### src/rtl/alu_pkg.sv
// Shared ALU encodings, forwarding-select constants and the control bundle
// that travels with an instruction through the ID/EX register.
package alu_pkg;

    localparam int W  = 32;
    localparam int RW = 5;

    typedef enum logic [2:0] {
        ALU_ADD  = 3'd0,
        ALU_OR   = 3'd1,
        ALU_AND  = 3'd2,
        ALU_XOR  = 3'd3,
        ALU_SLL  = 3'd4,
        ALU_SR   = 3'd5,
        ALU_CMP  = 3'd6,
        ALU_RSVD = 3'd7
    } alu_sel_e;

    typedef enum logic [2:0] {
        CMP_EQ    = 3'd0,
        CMP_NE    = 3'd1,
        CMP_LT    = 3'd2,
        CMP_GE    = 3'd3,
        CMP_LTU   = 3'd4,
        CMP_GEU   = 3'd5,
        CMP_RSVD6 = 3'd6,
        CMP_RSVD7 = 3'd7
    } comp_sel_e;

    typedef enum logic [1:0] {
        FWD_REG   = 2'd0,
        FWD_EXMEM = 2'd1,
        FWD_MEMWB = 2'd2
    } fwd_sel_e;

    // ALU controls plus the b-operand source, held together in EX
    typedef struct packed {
        alu_sel_e  alu_sel;
        comp_sel_e comp_sel;
        logic      add_sel;
        logic      arith_sel;
        logic      sign;
        logic      use_imm;
    } ctrl_t;

endpackage

### src/rtl/id_ex_stage_fwd.sv
// Per-operand forwarding: compares a registered source index against the
// EX/MEM and MEM/WB destinations and picks the freshest value.
module fwd_unit #(
    parameter int W  = 32,
    parameter int RW = 5
) (
    input  logic [RW-1:0] idx,
    input  logic [W-1:0]  reg_data,
    input  logic          exmem_wr,
    input  logic [RW-1:0] exmem_rd,
    input  logic [W-1:0]  exmem_z,
    input  logic          memwb_wr,
    input  logic [RW-1:0] memwb_rd,
    input  logic [W-1:0]  memwb_data,
    output logic          memwb_hit,
    output logic [W-1:0]  data
);

    import alu_pkg::*;

    logic     exmem_hit;
    fwd_sel_e sel;

    // Register 0 is hardwired, so a write to it must never be forwarded
    assign exmem_hit = exmem_wr && (exmem_rd != '0) && (exmem_rd == idx);
    assign memwb_hit = memwb_wr && (memwb_rd != '0) && (memwb_rd == idx);

    always_comb begin
        sel = FWD_REG;
        if (exmem_hit) begin
            sel = FWD_EXMEM;
        end else if (memwb_hit) begin
            sel = FWD_MEMWB;
        end
    end

    always_comb begin
        case (sel)
            FWD_EXMEM: data = exmem_z;
            FWD_MEMWB: data = memwb_data;
            default:   data = reg_data;
        endcase
    end

endmodule

### src/rtl/id_ex_stage.sv
// ID/EX pipeline register feeding the ALU: captures decoded operands and
// controls, forwards from EX/MEM and MEM/WB, and supports stall and flush.
module id_ex_stage #(
    parameter int W  = 32,
    parameter int RW = 5
) (
    input  logic          clk,
    input  logic          rst_n,
    input  logic          in_valid,
    input  logic          stall,
    input  logic          flush,
    input  logic [W-1:0]  rs1_data,
    input  logic [W-1:0]  rs2_data,
    input  logic [RW-1:0] rs1_idx,
    input  logic [RW-1:0] rs2_idx,
    input  logic [RW-1:0] rd_idx,
    input  logic [W-1:0]  imm,
    input  logic          use_imm,
    input  logic [2:0]    alu_sel_in,
    input  logic [2:0]    comp_sel_in,
    input  logic          add_sel_in,
    input  logic          arith_sel_in,
    input  logic          sign_in,
    input  logic          reg_wr_in,
    input  logic          exmem_wr,
    input  logic [RW-1:0] exmem_rd,
    input  logic [W-1:0]  exmem_z,
    input  logic          memwb_wr,
    input  logic [RW-1:0] memwb_rd,
    input  logic [W-1:0]  memwb_data,
    output logic          ex_valid,
    output logic [W-1:0]  a,
    output logic [W-1:0]  b,
    output logic          AddSel,
    output logic          ArithSel,
    output logic          sign,
    output logic [2:0]    ALUSel,
    output logic [2:0]    CompSel,
    output logic [RW-1:0] ex_rd,
    output logic          ex_reg_wr
);

    import alu_pkg::*;

    logic          valid_q;
    logic          reg_wr_q;
    logic [RW-1:0] rd_q;
    logic [RW-1:0] rs1_idx_q;
    logic [RW-1:0] rs2_idx_q;
    logic [W-1:0]  rs1_q;
    logic [W-1:0]  rs2_q;
    logic [W-1:0]  imm_q;
    ctrl_t         ctrl_q;

    logic          rs1_memwb_hit;
    logic          rs2_memwb_hit;
    logic [W-1:0]  rs1_fwd;
    logic [W-1:0]  rs2_fwd;

    // Flush beats stall; during a stall only the operands may change, and
    // only from MEM/WB, so a result retiring under the stall is kept
    always_ff @(posedge clk or negedge rst_n) begin
        if (!rst_n) begin
            valid_q   <= 1'b0;
            reg_wr_q  <= 1'b0;
            rd_q      <= '0;
            rs1_idx_q <= '0;
            rs2_idx_q <= '0;
            rs1_q     <= '0;
            rs2_q     <= '0;
            imm_q     <= '0;
            ctrl_q    <= '0;
        end else if (flush) begin
            valid_q  <= 1'b0;
            reg_wr_q <= 1'b0;
        end else if (stall) begin
            if (rs1_memwb_hit) begin
                rs1_q <= memwb_data;
            end
            if (rs2_memwb_hit) begin
                rs2_q <= memwb_data;
            end
        end else begin
            valid_q          <= in_valid;
            reg_wr_q         <= reg_wr_in & in_valid;
            rd_q             <= rd_idx;
            rs1_idx_q        <= rs1_idx;
            rs2_idx_q        <= rs2_idx;
            rs1_q            <= rs1_data;
            rs2_q            <= rs2_data;
            imm_q            <= imm;
            ctrl_q.alu_sel   <= alu_sel_e'(alu_sel_in);
            ctrl_q.comp_sel  <= comp_sel_e'(comp_sel_in);
            ctrl_q.add_sel   <= add_sel_in;
            ctrl_q.arith_sel <= arith_sel_in;
            ctrl_q.sign      <= sign_in;
            ctrl_q.use_imm   <= use_imm;
        end
    end

    fwd_unit #(.W(W), .RW(RW)) u_fwd_rs1 (
        .idx        (rs1_idx_q),
        .reg_data   (rs1_q),
        .exmem_wr   (exmem_wr),
        .exmem_rd   (exmem_rd),
        .exmem_z    (exmem_z),
        .memwb_wr   (memwb_wr),
        .memwb_rd   (memwb_rd),
        .memwb_data (memwb_data),
        .memwb_hit  (rs1_memwb_hit),
        .data       (rs1_fwd)
    );

    fwd_unit #(.W(W), .RW(RW)) u_fwd_rs2 (
        .idx        (rs2_idx_q),
        .reg_data   (rs2_q),
        .exmem_wr   (exmem_wr),
        .exmem_rd   (exmem_rd),
        .exmem_z    (exmem_z),
        .memwb_wr   (memwb_wr),
        .memwb_rd   (memwb_rd),
        .memwb_data (memwb_data),
        .memwb_hit  (rs2_memwb_hit),
        .data       (rs2_fwd)
    );

    assign a         = rs1_fwd;
    assign b         = ctrl_q.use_imm ? imm_q : rs2_fwd;
    assign ex_valid  = valid_q;
    assign ex_reg_wr = reg_wr_q & valid_q;
    assign ex_rd     = rd_q;
    assign ALUSel    = ctrl_q.alu_sel;
    assign CompSel   = ctrl_q.comp_sel;
    assign AddSel    = ctrl_q.add_sel;
    assign ArithSel  = ctrl_q.arith_sel;
    assign sign      = ctrl_q.sign;

endmodule

### config.mk
export PLATFORM = sky130hd
export DESIGN_NAME = id_ex_stage
export DESIGN_NICKNAME = d
export VERILOG_FILES = /design/src/rtl/alu_pkg.sv /design/src/rtl/id_ex_stage_fwd.sv /design/src/rtl/id_ex_stage.sv
export SDC_FILE = /design/constraint.sdc
export NUM_CORES = 1
export LEC_CHECK = 0
export CAP_MARGIN = 30
export CORE_MARGIN = 2
export CORE_UTILIZATION = 41
export DETAILED_ROUTE_END_ITERATION = 10
export PLACE_DENSITY = 0.84
export SLEW_MARGIN = 20
export SYNTH_ARGS = -nofsm -noshare
export SYNTH_HDL_FRONTEND = slang
export SYNTH_SLANG_ARGS = --single-unit
### constraint.sdc
create_clock -name clk -period 2.4 [get_ports clk]
set_clock_uncertainty 0.05 [all_clocks]
set_input_delay 0.48 -clock clk [delete_from_list [all_inputs] [get_ports clk]]
set_output_delay 0.48 -clock clk [all_outputs]
set_load 0.03 [all_outputs]
==> impl_metrics.py, run 1 <==
metrics = {
    "logic_synthesis": {
        "synth_fp_nets": 917,
        "synth_compound_area_frac": 0.160,
        "synth_cell_types": 32,
        "synth_flop_cell": "dfrtp_1",
        "synth_most_common_cell": "dfrtp_1",
        "synth_top_cell_by_area": "dfrtp_1",
        "synthTopCellsByArea": "dfrtp_1 42%, mux2_2 12%, mux2_4 6.1%",
        "synth_common_cells": "123 x dfrtp_1, 79 x inv_1, 78 x o21ai_0",
        "ys_seq_elements": 123,
        "synth-xor-area-share": 0.0237,
        "netlist.area_leader.share": 0.416,
        "synth.area.mux_share": 0.221,
        "synth_top_family_by_area": "multiplexers",
        "postSynth.asyncResetShare": 1.00,
        "synth_cells": 714,
        "avgSynthCellArea_um2": 10.4,
        "synthAdderAreaFrac": 0,
        "synthSimpleGateAreaFrac": 0.0938,
        "yosysSeqAreaShare": 0.416,
        "synth-edff-count": 0,
        "synth_area_um2": 7400,
        "yosys_warnings": 0,
    },
    "setup_path": {
        "startpoint_type": "input port",
        "critPathKind": "in2out",
        "worstPathArrival_ns": 2.57,
        "reg2reg_slack_ns": -0.07,
        "r2r_cells": 10,
        "cp_data_required_time_ns": 1.87,
        "end_kind": "output pin",
        "timing.rr.start": "rs2_idx_q[3]",
        "cp_max_fo": 3,
        "timing.rr.end": "rs2_q[4]",
    },
    "clock_network": {
        "cts_buffers": 17,
        "root_buffer": "clkbuf_16",
        "max-clock-path-buffers": 2,
        "clk_latency_ns": 0.43,
        "clock-sinks": 123,
        "cts_tree": "yes",
        "htreeDepth": 4,
        "clkTransAtPathRegs_ns": 0.05,
    },
    "place": {
        "globalplace.congestion": 0.907,
        "dpl-instance-area_um2": 11200,
        "dpl.hpwl_um": 18500,
        "portBuffers": 282,
    },
    "timing": {
        "fin_crit_ns": 3.10,
        "post-route-period-util": 1.29,
        "rsz0062_at_grt": "yes",
        "report.final.slew_viol_count": 0,
        "slew_headroom": 0.671,
        "setup-violations-final": 96,
        "finalHoldViolCount": 0,
        "whs_ns": 0.409,
        "finalWorstSetupSlack_ns": -0.701,
        "worst_pin_slew_ns": 0.494,
        "clock.fmax_mhz": 322,
    },
    "routing": {
        "num_vias": 7183,
        "wl_um": 29500,
        "viasPerCell": 5.44,
        "routed_wire_length_per_instance_um": 22.3,
        "drt_iter0_markers": 428,
        "drt-pass1-iter-count": 4,
        "remaining_drc_errors": 0,
        "antenna_left": 0,
    },
    "finish": {
        "seqCellArea_um2": 3080,
        "area_delta_synth_final_pct": 80.0,
        "drive_gt1_frac": 0.434,
        "multiInputGateArea_um2": 4670,
        "nets": 1283,
        "postLayoutCellArea_um2": 13300,
        "n_fill_cell": 1108,
    },
    "floorplan": {
        "fp.dieH_um": 138,
        "rows": 49,
        "dieArea_um2": 19200,
        "start_util": 0.415,
        "die_x_um": 138,
        "coreArea_um2": 17800,
        "boundaryPins": 283,
    },
    "grt": {
        "grt_pass1_wl_um": 42900,
        "grt_max_degree": 68,
        "overflow": 0,
        "grt_pass1_vias": 7572,
        "antenna_found_initial": 1,
        "grt_use_total": 0.291,
    },
    "power_and_ir_drop": {
        "vdd_drop_max_mv": 0.578,
        "power_leakage_uw": 0.00580,
        "pwr_density_cell_nw_per_um2": 684,
    },
    "worst_hold_path": {
        "whs_endpoint": "ex_valid",
        "min-delay-start": "stall",
        "hold_class": "in2reg",
        "hold_path_depth": 3,
    },
    "run_status": {
        "status": "finished, violations left",
        "violations": "negative setup slack",
    },
    "flow_run": {
        "cap_violations": 0,
    },
}
power by group:
group	switching [uW]	leakage (uW)	total (uW)	internal [uW]
Clock	944	0.000281	2560	1620
Combinational	1870	0.00404	3900	2030
Sequential	239	0.00147	2650	2410
Total	3050	0.00580	9120	6060
routing by layer:
metal,track usage,part of all wire
met1,0.362,0.41
met2,0.487,0.50
met3,0.0558,0.050
met4,0.143,0.044
met5,0,0.00044
sequential cells by signal, summed over array words and instances (netlist names):
| name | flops |
|---|---|
| imm_q | 32 |
| rs1_q | 32 |
| rs2_q | 32 |
| ex_rd | 5 |
| rs1_idx_q | 5 |
| rs2_idx_q | 5 |
| ALUSel | 3 |
| CompSel | 3 |
| AddSel | 1 |
| ArithSel | 1 |
| ctrl_q | 1 |
| ex_valid | 1 |
| reg_wr_q | 1 |
| sign | 1 |
final cells by class:
class	instances	share of cell area
Clock inverter	7	0.00676
Antenna cell	1	0.000188
Clock buffer	23	0.0366
Inverter	79	0.0222
Timing Repair Buffer	405	0.331
Sequential cell	123	0.231
Tap cell	229	0.0215
Multi-Input combinational cell	454	0.351
how the worst max path moves through the flow:
stage	to	slack, ns	cells after the start	start
3_5_place_dp	b[28]	-1.36	10	exmem_rd[2]
6_report	b[10]	-0.70	9	exmem_rd[0]
3_3_place_gp	b[26]	-1.31	9	exmem_rd[4]
2_1_floorplan	b[10]	-0.26	8	exmem_rd[1]
4_1_cts	b[4]	-0.74	9	rs2_idx_q[2]
5_1_grt	b[10]	-0.75	9	rs2_idx_q[2]
through the flow:
| step | std cells | worst slack [ns] | setup TNS, ns | util | total power, uW |
|---|---|---|---|---|---|
| 2_1_floorplan | 714 | -0.260 | -13.87 | - | 4520 |
| 3_3_place_gp | 1247 | -1.31 | -109.78 | 0.628 | 5790 |
| 3_5_place_dp | 1247 | -1.36 | -112.20 | 0.628 | 5860 |
| 4_1_cts | 1315 | -0.741 | -43.61 | 0.724 | 8900 |
| 5_1_grt | 1320 | -0.747 | -43.60 | 0.747 | 9400 |
| 6_report | 1321 | -0.701 | -40.11 | 0.747 | 9120 |
placed cells by master, fill, tap and decap left out, drive strengths merged, types with 4 or more instances in the layout:
cell type,synthesis,final
a21oi,19,19
nand2b,18,18
o21ai,80,80
and2,33,33
a221o,32,32
buf,28,190
a221oi,14,14
mux2,107,107
inv,79,79
xnor2,12,12
clkdlybuf4s50,0,204
nand3,4,4
nor3,14,14
nand2,46,46
mux2i,32,32
nor2b,3,4
clkbuf,31,26
dfrtp,123,123
xor2,8,8
o31ai,18,18
nor2,4,4
cells by family after synthesis:
| kind of cell | Yosys count |
|---|---|
| simple gates | 128 |
| buf+inv | 138 |
| flops | 123 |
| xor+xnor | 20 |
| compound gates | 166 |
| mux | 139 |
worst max-delay path, cell delays in order:
cell and delay, ns:
dlygate4sd2_1 0.31, xor2_1 0.20, or4_4 0.59, nor2b_4 0.17
buf_6 0.12, buf_6 0.12, buf_6 0.12, a221oi_4 0.27
buf_6 0.19
timing repair:
item	CTS	global route
pin swaps	16	15
hold buffers	1	0
endpoints found under the hold margin	14	0
gates cloned	7	3
resized for setup	222	80
endpoints found under the setup margin	128	96
buffers inserted	31	10
(Power assumes the default switching activity.)
==> run 2, diff against run 1 <==
--- a/config.mk
+++ b/config.mk
@@ -10,7 +10,6 @@
 export CORE_UTILIZATION = 41
 export DETAILED_ROUTE_END_ITERATION = 10
 export PLACE_DENSITY = 0.84
-export SLEW_MARGIN = 20
 export SYNTH_ARGS = -nofsm -noshare
 export SYNTH_HDL_FRONTEND = slang
 export SYNTH_SLANG_ARGS = --single-unit
==> results of run 2 <==
The final DEF is identical to that of run 1; final timing and power are the same.
==> run 3, diff against run 2 <==
--- a/config.mk
+++ b/config.mk
@@ -7,9 +7,11 @@
 export LEC_CHECK = 0
 export CAP_MARGIN = 30
 export CORE_MARGIN = 2
-export CORE_UTILIZATION = 41
+export CORE_UTILIZATION = 42
+export CTS_BUF_LIST = sky130_fd_sc_hd__clkbuf_4 sky130_fd_sc_hd__clkbuf_8
 export DETAILED_ROUTE_END_ITERATION = 10
-export PLACE_DENSITY = 0.84
+export GPL_TIMING_DRIVEN = 0
+export PLACE_DENSITY = 0.86
 export SYNTH_ARGS = -nofsm -noshare
 export SYNTH_HDL_FRONTEND = slang
 export SYNTH_SLANG_ARGS = --single-unit
==> impl_metrics.py, run 3 (synthesis gave the netlist of run 1 again) <==
metrics = {
    "power_and_ir_drop": {
        "vdd_drop_max_mv": 0.390,
        "power.total_uw": 8440,
        "power_leakage_uw": 0.00532,
        "pwr_density_cell_nw_per_um2": 675,
    },
    "finish": {
        "mostFrequentLayoutCells": "206 x clkdlybuf4s50_1, 123 x dfrtp_1, 79 x inv_1",
        "area_delta_synth_final_pct": 68.9,
        "drive_gt1_frac": 0.384,
        "n_antenna_cell": 0,
        "nets": 1241,
        "top_regs": "imm_q x32, rs1_q x32, rs2_q x32",
        "n_fill_cell": 1152,
        "final_common_cell": "clkdlybuf4s50_1",
    },
    "timing": {
        "clock.fmax_mhz": 326,
        "worst_pin_slew_ns": 0.714,
        "slew_headroom": 0.524,
        "finalWorstSetupSlack_ns": -0.665,
        "whs_ns": 0.457,
        "post-route-period-util": 1.28,
        "finalHoldViolCount": 0,
        "setup-violations-final": 64,
        "rsz0062_at_grt": "yes",
        "report.final.slew_viol_count": 0,
        "fin_crit_ns": 3.07,
    },
    "grt": {
        "top_usage_layer": "met2",
        "overflow": 0,
        "grt_use_total": 0.299,
        "grtUsageMet1": 0.369,
        "grt_use_met3": 0.0548,
        "grt_max_degree": 86,
        "grt_use_met2": 0.513,
        "antenna_found_initial": 0,
        "grt_pass1_wl_um": 41500,
        "grt_pass1_vias": 7517,
    },
    "setup_path": {
        "crit_end": "a[10]",
        "worstPathArrival_ns": 2.54,
        "cp_max_fo": 10,
        "r2r_cells": 10,
        "end_kind": "output pin",
        "startpoint": "exmem_rd[4]",
        "critPathKind": "in2out",
        "timing.rr.end": "rs2_q[13]",
        "reg2reg_slack_ns": 0.04,
        "cp_data_required_time_ns": 1.87,
        "startpoint_type": "input port",
        "timing.rr.start": "rs2_idx_q[4]",
    },
    "routing": {
        "num_vias": 7203,
        "remaining_drc_errors": 0,
        "drt_iter0_markers": 506,
        "drt-pass1-iter-count": 5,
        "viasPerCell": 5.64,
        "antenna_left": 0,
        "routed_wire_length_per_instance_um": 23.1,
        "wl_um": 29500,
    },
    "flow_run": {
        "cap_violations": 0,
    },
    "run_status": {
        "status": "finished, violations left",
        "violations": "negative setup slack",
    },
    "worst_hold_path": {
        "hold_class": "reg2reg",
        "min-delay-start": "imm_q[14]",
    },
    "floorplan": {
        "die_x_um": 137,
        "boundaryPins": 283,
        "fp.dieH_um": 137,
        "dieArea_um2": 18700,
        "coreArea_um2": 17300,
        "rows": 48,
        "start_util": 0.428,
    },
    "clock_network": {
        "clock-sinks": 123,
        "root_buffer": "clkbuf_8",
        "clk_latency_ns": 0.45,
        "cts_buffers": 17,
        "cts_tree": "yes",
        "max-clock-path-buffers": 2,
        "clkTransAtPathRegs_ns": 0.08,
        "htreeDepth": 4,
    },
    "place": {
        "portBuffers": 282,
        "dpl.hpwl_um": 19800,
        "globalplace.congestion": 0.937,
    },
}
[run 3: cell types whose count changed in the layout (fill, tap and decap cells not counted), sizes merged, moves of 2 or more]
| cell | before | now |
|---|---|---|
| clkdlybuf4s50 | 204 | 206 |
| dlymetal6s2s | 2 | 0 |
| dlygate4sd2 | 2 | 5 |
| buf | 190 | 117 |
| bufinv | 2 | 4 |
| clkbuf | 26 | 56 |
[run 3: critical path, stage by stage]
cell	delay [ns]
dlygate4sd2_1	0.28
or4_4	0.45
o21ai_4	0.20
buf_6	0.13
nor4_4	0.04
buf_12	0.15
clkbuf_8	0.16
and2_1	0.15
a221o_2	0.33
buf_6	0.15
[run 3: metrics by stage]
step                setup WS (ns)  instance area (um^2)  setup TNS (ns)  utilization  std cells
finish                     -0.665                 12500          -39.40        0.723       1276
global route               -0.733                 12500          -43.37        0.723       1276
CTS                        -0.722                 12000          -42.11        0.695       1268
detailed placement          -1.68                 10900         -176.48        0.632       1223
global placement            -4.31                 10900         -703.71        0.630       1221
floorplan                  -0.260                  7790          -13.87            -        714
[run 3: worst min-delay path by stage]
stage / to / slack [ns] / depth (start not counted)
floorplan: ALUSel[0] / 0.13 / 0
global placement: imm_q[21] / 0.43 / 1
detailed placement: ALUSel[0] / 0.37 / 1
CTS: ALUSel[1] / 0.45 / 2
global route: imm_q[14] / 0.47 / 1
finish: imm_q[14] / 0.46 / 1
[run 3: metal layers]
layer	vias to the layer above	part of all wire
met5	-	0
met1	3579	0.40
met3	92	0.063
li1	3146	-
met4	0	0.038
met2	386	0.50
[run 3: where the power goes]
| part | switching (uW) | internal, uW | total [uW] |
|---|---|---|---|
| clock | 912 | 1270 | 2180 |
| sequential | 218 | 2400 | 2620 |
| combinational | 1830 | 1800 | 3630 |
| total | 2960 | 5480 | 8440 |
[run 3: repair_timing]
action	in CTS	in global routing
hold buffers	1	0
endpoints found under the hold margin	38	0
pin swaps	16	24
cloned	1	6
setup buffers	12	8
gates resized for setup	562	78
endpoints found under the setup margin	152	104
[run 3: final cells by class]
cell class	count	area, um^2	area share
sequential	123	3080	0.246
inverter	79	297	0.0237
clock buffer	22	303	0.0242
timing repair buffer	309	3260	0.261
multi-input combinational	453	4590	0.367
clock inverter	10	161	0.0129
tap	225	282	0.0225
buffer	55	526	0.0420
